## src/rtl/fp27_pkg.sv

```systemverilog
// Shared widths, types and helpers for the 27-bit grav_sim float.
// FP_ADD_ROUND_EN selects round-to-nearest-even; default is truncate.
package fp27_pkg;
  localparam int EXP_W = 8;
  localparam int MAN_W = 18;
  localparam int BIAS  = 127;
  localparam int FP_W  = 1 + EXP_W + MAN_W;
  localparam int SIG_W = MAN_W + 4;
  localparam int EW    = EXP_W + 2;
  localparam int LZ_W  = $clog2(SIG_W + 1);
  localparam int EXP_MAX = 2 * BIAS + 1;

  localparam logic [EXP_W-1:0] EXP_ALL1  = '1;
  localparam logic [EXP_W-1:0] SHIFT_MAX = EXP_W'(MAN_W + 3);
  localparam logic [EW-1:0]    EXP_TOP   = EW'(EXP_MAX);

`ifdef FP_ADD_ROUND_EN
  localparam bit ROUND_EN = 1'b1;
`else
  localparam bit ROUND_EN = 1'b0;
`endif

  typedef struct packed {
    logic             sign;
    logic [EXP_W-1:0] exp;
    logic [MAN_W-1:0] man;
  } fp27_t;

  localparam fp27_t FP27_ZERO = 27'h0000000;
  localparam fp27_t FP27_INF  = 27'h3FC0000;
  localparam fp27_t FP27_QNAN = 27'h3FE0000;

  typedef enum logic [1:0] {ZERO, NORM, INF, NAN} fp_class_e;

  typedef struct packed {
    logic             special;
    fp27_t            spec_val;
    logic             sign;
    logic [EXP_W-1:0] exp;
    logic             sub;
    logic [SIG_W-1:0] sig_a;
    logic [SIG_W-1:0] sig_b;
  } s1_t;

  typedef struct packed {
    logic             special;
    fp27_t            spec_val;
    logic             sign;
    logic             zero;
    logic [EW-1:0]    exp;
    logic [SIG_W-1:0] norm;
  } s2_t;

  function automatic fp_class_e classify(input fp27_t x);
    if (x.exp == '0) return ZERO;
    if (x.exp != EXP_ALL1) return NORM;
    return (x.man == '0) ? INF : NAN;
  endfunction
endpackage

```

## src/rtl/fp_lzc.sv

```systemverilog
// Leading-zero counter for the normalise step.
module fp_lzc
  import fp27_pkg::*;
#(
  parameter int W = SIG_W
) (
  input  logic [W-1:0]    vec,
  output logic [LZ_W-1:0] cnt
);
  always_comb begin
    cnt = LZ_W'(W);
    for (int i = 0; i < W; i++) begin
      if (vec[i]) cnt = LZ_W'(W - 1 - i);
    end
  end
endmodule

```

## src/rtl/fp_add27.sv

```systemverilog
// Three-stage 27-bit float adder: align, add/normalise, round/pack.
// FP_ADD_ROUND_EN enables RNE rounding; otherwise results truncate.
module fp_add27
  import fp27_pkg::*;
(
  input  logic            clk,
  input  logic            rst,
  input  logic [FP_W-1:0] in1,
  input  logic [FP_W-1:0] in2,
  output logic [FP_W-1:0] sum
);
  fp27_t a, b, big, sml;
  fp_class_e ca, cb;
  logic swap, sticky;
  logic [EXP_W-1:0] d;
  logic [SIG_W-1:0] ext, aligned;
  s1_t s1_n, s1;

  assign a = in1;
  assign b = in2;

  always_comb begin
    ca = classify(a);
    cb = classify(b);
    swap = a[FP_W-2:0] < b[FP_W-2:0];
    big = swap ? b : a;
    sml = swap ? a : b;
    d = big.exp - sml.exp;
    ext = {1'b1, sml.man, 3'b000};
    sticky = 1'b0;
    if (d >= SHIFT_MAX) begin
      aligned = {{(SIG_W-1){1'b0}}, 1'b1};
    end else begin
      aligned = ext >> d[LZ_W-1:0];
      sticky = |(ext & ~({SIG_W{1'b1}} << d[LZ_W-1:0]));
      aligned[0] = aligned[0] | sticky;
    end
    s1_n.special  = 1'b1;
    s1_n.spec_val = FP27_ZERO;
    s1_n.sign     = big.sign;
    s1_n.exp      = big.exp;
    s1_n.sub      = a.sign ^ b.sign;
    s1_n.sig_a    = {1'b1, big.man, 3'b000};
    s1_n.sig_b    = aligned;
    if (ca == NAN || cb == NAN ||
        (ca == INF && cb == INF && a.sign != b.sign))
      s1_n.spec_val = FP27_QNAN;
    else if (ca == INF)
      s1_n.spec_val = a;
    else if (cb == INF)
      s1_n.spec_val = b;
    else if (ca == ZERO && cb == ZERO)
      s1_n.spec_val = {a.sign & b.sign, {(FP_W-1){1'b0}}};
    else if (ca == ZERO)
      s1_n.spec_val = b;
    else if (cb == ZERO)
      s1_n.spec_val = a;
    else
      s1_n.special = 1'b0;
  end

  always_ff @(posedge clk or negedge rst) begin
    if (!rst) s1 <= '0;
    else      s1 <= s1_n;
  end

  logic [SIG_W:0]   wide;
  logic [LZ_W-1:0]  lz;
  s2_t s2_n, s2;

  fp_lzc #(.W(SIG_W)) u_lzc (
    .vec (wide[SIG_W-1:0]),
    .cnt (lz)
  );

  always_comb begin
    if (s1.sub) wide = {1'b0, s1.sig_a} - {1'b0, s1.sig_b};
    else        wide = {1'b0, s1.sig_a} + {1'b0, s1.sig_b};
    s2_n.special  = s1.special;
    s2_n.spec_val = s1.spec_val;
    s2_n.sign     = s1.sign;
    s2_n.zero     = wide == '0;
    if (wide[SIG_W]) begin
      s2_n.norm = {wide[SIG_W:2], |wide[1:0]};
      s2_n.exp  = {2'b00, s1.exp} + EW'(1);
    end else begin
      s2_n.norm = wide[SIG_W-1:0] << lz;
      s2_n.exp  = {2'b00, s1.exp} - EW'(lz);
    end
  end

  always_ff @(posedge clk or negedge rst) begin
    if (!rst) s2 <= '0;
    else      s2 <= s2_n;
  end

  logic             up;
  logic [MAN_W+1:0] mant;
  logic [MAN_W-1:0] man;
  logic [EW-1:0]    e3;
  fp27_t            res;

  always_comb begin
    up = ROUND_EN & s2.norm[2]
       & (s2.norm[1] | s2.norm[0] | s2.norm[3]);
    mant = {1'b0, s2.norm[SIG_W-1:3]} + (MAN_W+2)'(up);
    man  = mant[MAN_W+1] ? mant[MAN_W:1] : mant[MAN_W-1:0];
    e3   = s2.exp + EW'(mant[MAN_W+1]);
    if (s2.special)
      res = s2.spec_val;
    else if (s2.zero)
      res = FP27_ZERO;
    else if (e3[EW-1] || e3 == '0)
      res = {s2.sign, {(FP_W-1){1'b0}}};
    else if (e3 >= EXP_TOP)
      res = {s2.sign, FP27_INF[FP_W-2:0]};
    else
      res = {s2.sign, e3[EXP_W-1:0], man};
  end

  always_ff @(posedge clk or negedge rst) begin
    if (!rst) sum <= '0;
    else      sum <= res;
  end
endmodule

```

## config.mk

```make
export PLATFORM = sky130hd
export DESIGN_NAME = fp_add27
export DESIGN_NICKNAME = d
export VERILOG_FILES = /design/src/rtl/fp27_pkg.sv /design/src/rtl/fp_lzc.sv /design/src/rtl/fp_add27.sv
export SDC_FILE = /design/constraint.sdc
export NUM_CORES = 1
export LEC_CHECK = 0
export ABC_AREA = 1
export BUFFER_PORTS_ARGS = -buffer_cell sky130_fd_sc_hd__buf_2
export CAP_MARGIN = 20
export CORE_MARGIN = 2
export CORE_UTILIZATION = 55
export DETAILED_ROUTE_END_ITERATION = 8
export PLACE_DENSITY = 0.74
export SLEW_MARGIN = 20
export SYNTH_ARGS = -nofsm -noshare
export SYNTH_HDL_FRONTEND = slang
export SYNTH_SLANG_ARGS = --single-unit
```

## constraint.sdc

```tcl
create_clock -name clk -period 6.2 [get_ports clk]
set_input_delay 0 -clock clk [delete_from_list [all_inputs] [get_ports clk]]
set_output_delay 0 -clock clk [all_outputs]
set_load 0.1 [all_outputs]
```

==> results.cfg <==
[floorplan]
die_area_mm2 = 0.02290
pin_count = 83
num_rows = 53
die_w_um = 151.3
die_h_um = 151.3
core_area_mm2 = 0.02115
initial_core_util_pct = 56.44

[clock_network]
cts_buffers = 17
clock_path_buffers = 2
cts-root-buf = clkbuf_16
cts_resized = 0
cts.sinks = 164
cts_setup_buffers = 0
htreeDepth = 4
clk_latency_ns = 0.43
cts_tree = done
cts.clk_slew.worst_paths_ns = 0.08

[job]
drv_cap = 0

[synth]
synth_top_family_by_area = simple AND/OR/NAND/NOR gates
yosys.area.top_type = dfrtp_1
synth-seq-cells = 164
synth_cell_types = 72
yosysWarnings = 0
netlist.area_leader.share_pct = 34.37
syn_inst = 1676
avgSynthCellArea_um2 = 7.124
synth_fa_ha_area_share_pct = 7.880
synthArstFlopShare_pct = 100.0
synth_edf_count = 0
synth_compound_area_share_pct = 16.13
synth-simple-area-share_pct = 31.33
synth_nets = 1806
yosysMostFrequentCell = nand2_1
synth_area_mm2 = 0.01194
muxShareOfSynthArea_pct = 0.2515
ys_top_cells_by_count = nand2_1 (450), inv_1 (175), dfrtp_1 (164), nand3_1 (164), o21ai_0 (131)
synthXorXnorAreaFrac_pct = 0.8697
synth_top_flop_cell = dfrtp_1
synth_area_leaders = dfrtp_1 (34%), nand2_1 (14%), ha_1 (7.5%)
seq_area_frac_synth_pct = 34.37

[placement]
placed_area_mm2 = 0.01245
dp_cells = 1980
port-buffer-count = 82
gp_routability_congestion = 0.9877
dp_hpwl_um = 28490

[setup_path]
crit_top_cell = nand2_1
required_ns = 6.56
critPathKind = flip-flop to flip-flop
crit_slowest_cell = ha_1
worst_ep_arrival_time_ns = 5.15
cp_max_fo = 8
critPathCaptureType = flip-flop
crit_path_start_kind = flip-flop
critPathMaxStageDelay_ns = 0.53

[timing]
hold_ws_ns = 0.004903
min_period_ns = 4.798
skew_ns = 0.01542
setup_viol = 0
tns_ns = 0
fin_crit_sh_pct = 77.38
hold_viol_final = 0
fmax_mhz = 208.4
maxSlewViolCount = 0
slew_headroom_pct = 33.16
rsz0062_at_grt = no
worstMarginPinSlew_ns = 0.9896

[routing]
avgRoutedWirePerCell_um = 18.25
totalWireLength_um = 37880
firstDrtPassIters = 6
drc = 0
num_vias = 12140
detail-route-antenna-nets = 0
drtIter0Drc = 1111
via_per_inst = 5.848

[outcome]
status = completed

[global_route]
grt_overflow = 0
grt_max_degree = 89
grt_pass1_wl_um = 59510
use_met3_pct = 4.548
grt_util_met2_pct = 53.37
use_met1_pct = 46.28
grt_pass1_vias = 11130
top_usage_layer = met2
antenna_found_initial = 0
grt.total_usage_pct = 33.68

[cells_and_area]
syn_to_final_growth_pct = 14.78
finalNetCount = 1917
final_util_pct = 64.78
fin_area_mm2 = 0.01370
drive_above_1_share_pct = 12.22
finalNonFillerCells = 2075
diodes = 0

[power_and_ir_drop]
p_per_area_mw_per_mm2 = 359.1
leakage_nw = 7.005
ir_drop_uv = 261.0

[min_path]
hp-class = input port to flip-flop
[area by class of cell]
class                           count  area, um2
Fill cell                        1884       7450
Multi-Input combinational cell   1248       6745
Timing Repair Buffer              155       1126
Inverter                          201      763.2
Clock buffer                       17      425.4
Sequential cell                   164       4104
Tap cell                          275      344.1
Clock inverter                     15      196.4
[path summary, 6_finish.rpt]
kind / start / end / slack, ns / cells past startpoint
hold / removal: in2[8] / s1[33] / 0.005 / 3
min in group asynchronous: rst / s2[16] / 0.16 / 2
max in group asynchronous: rst / s1[33] / 4.83 / 3
hold reg to reg: s1[67] / s2[47] / 0.34 / 0
setup reg to reg: s1[27] / s2[30] / 1.40 / 31
setup / recovery: s1[27] / s2[30] / 1.40 / 31
[critical path, delay by kind of cell, from the launching register on]
kind | cells | cell delay (ns)
AND/OR/NAND/NOR | 16 | 1.56
adder cells (fa/ha/maj) | 3 | 1.18
AO/OA/AOI/OAI | 6 | 1.12
flip-flops | 1 | 0.39
buffers and inverters | 5 | 0.30
XOR/XNOR | 1 | 0.16
[metrics by stage]
step	power, W	setup slack [ns]
6_report	0.004922	1.402
5_1_grt	0.005219	0.9465
4_1_cts	0.004899	1.428
3_5_place_dp	0.003799	1.489
3_3_place_gp	0.003783	1.558
2_1_floorplan	0.003254	2.301
[layout by cell type, fill, tap and decap left out, types with 8 or more instances in the layout]
master and n:
o21bai_1 8, inv_2 20, o21ai_0 131, ha_1 72
nand4_1 23, nor4_1 12, nand3_1 164, o21ai_1 39
nor3_1 19, dlygate4sd3_1 63, a21oi_1 76, dfrtp_1 164
inv_1 175, buf_2 81, buf_4 9, o211ai_1 12
nand3_2 10, nor2_1 91, nand2_2 31, a32oi_1 9
xor2_1 8, nand2_1 450, clkbuf_16 17
[per-layer routing]
layer  vias up  wire [um]
met5         -          0
met4         0       1751
met3       117       2913
met2       647      17310
met1      5579      15910
li1       5792          -
[flip-flops by register name (all words and copies together) (netlist names)]
register / flops
s1: 79
sum: 27
s2: 58
[timing repair]
| item | in CTS | in global routing |
|---|---|---|
| endpoints found under the setup margin | 0 | 0 |
| hold endpoints to repair | 120 | 1 |
| hold buffers | 62 | 1 |
[cells by family after synthesis]
kind of cell / after synthesis
adders and majority gates: 74
AOI/OAI and AO/OA: 331
buffers and inverters: 264
muxes: 3
other: 1
DFF: 164
and+or+nand+nor: 828
xor gates and xnor gates: 11
[power breakdown]
part / switching [W] / total, W / internal, W
combinational: 0.00189 / 0.00250 / 0.000612
clock: 0.000511 / 0.00106 / 0.000553
sequential: 0.0000854 / 0.00135 / 0.00127
total: 0.00249 / 0.00492 / 0.00243
Note: power is estimated with default switching activity, not from simulation.
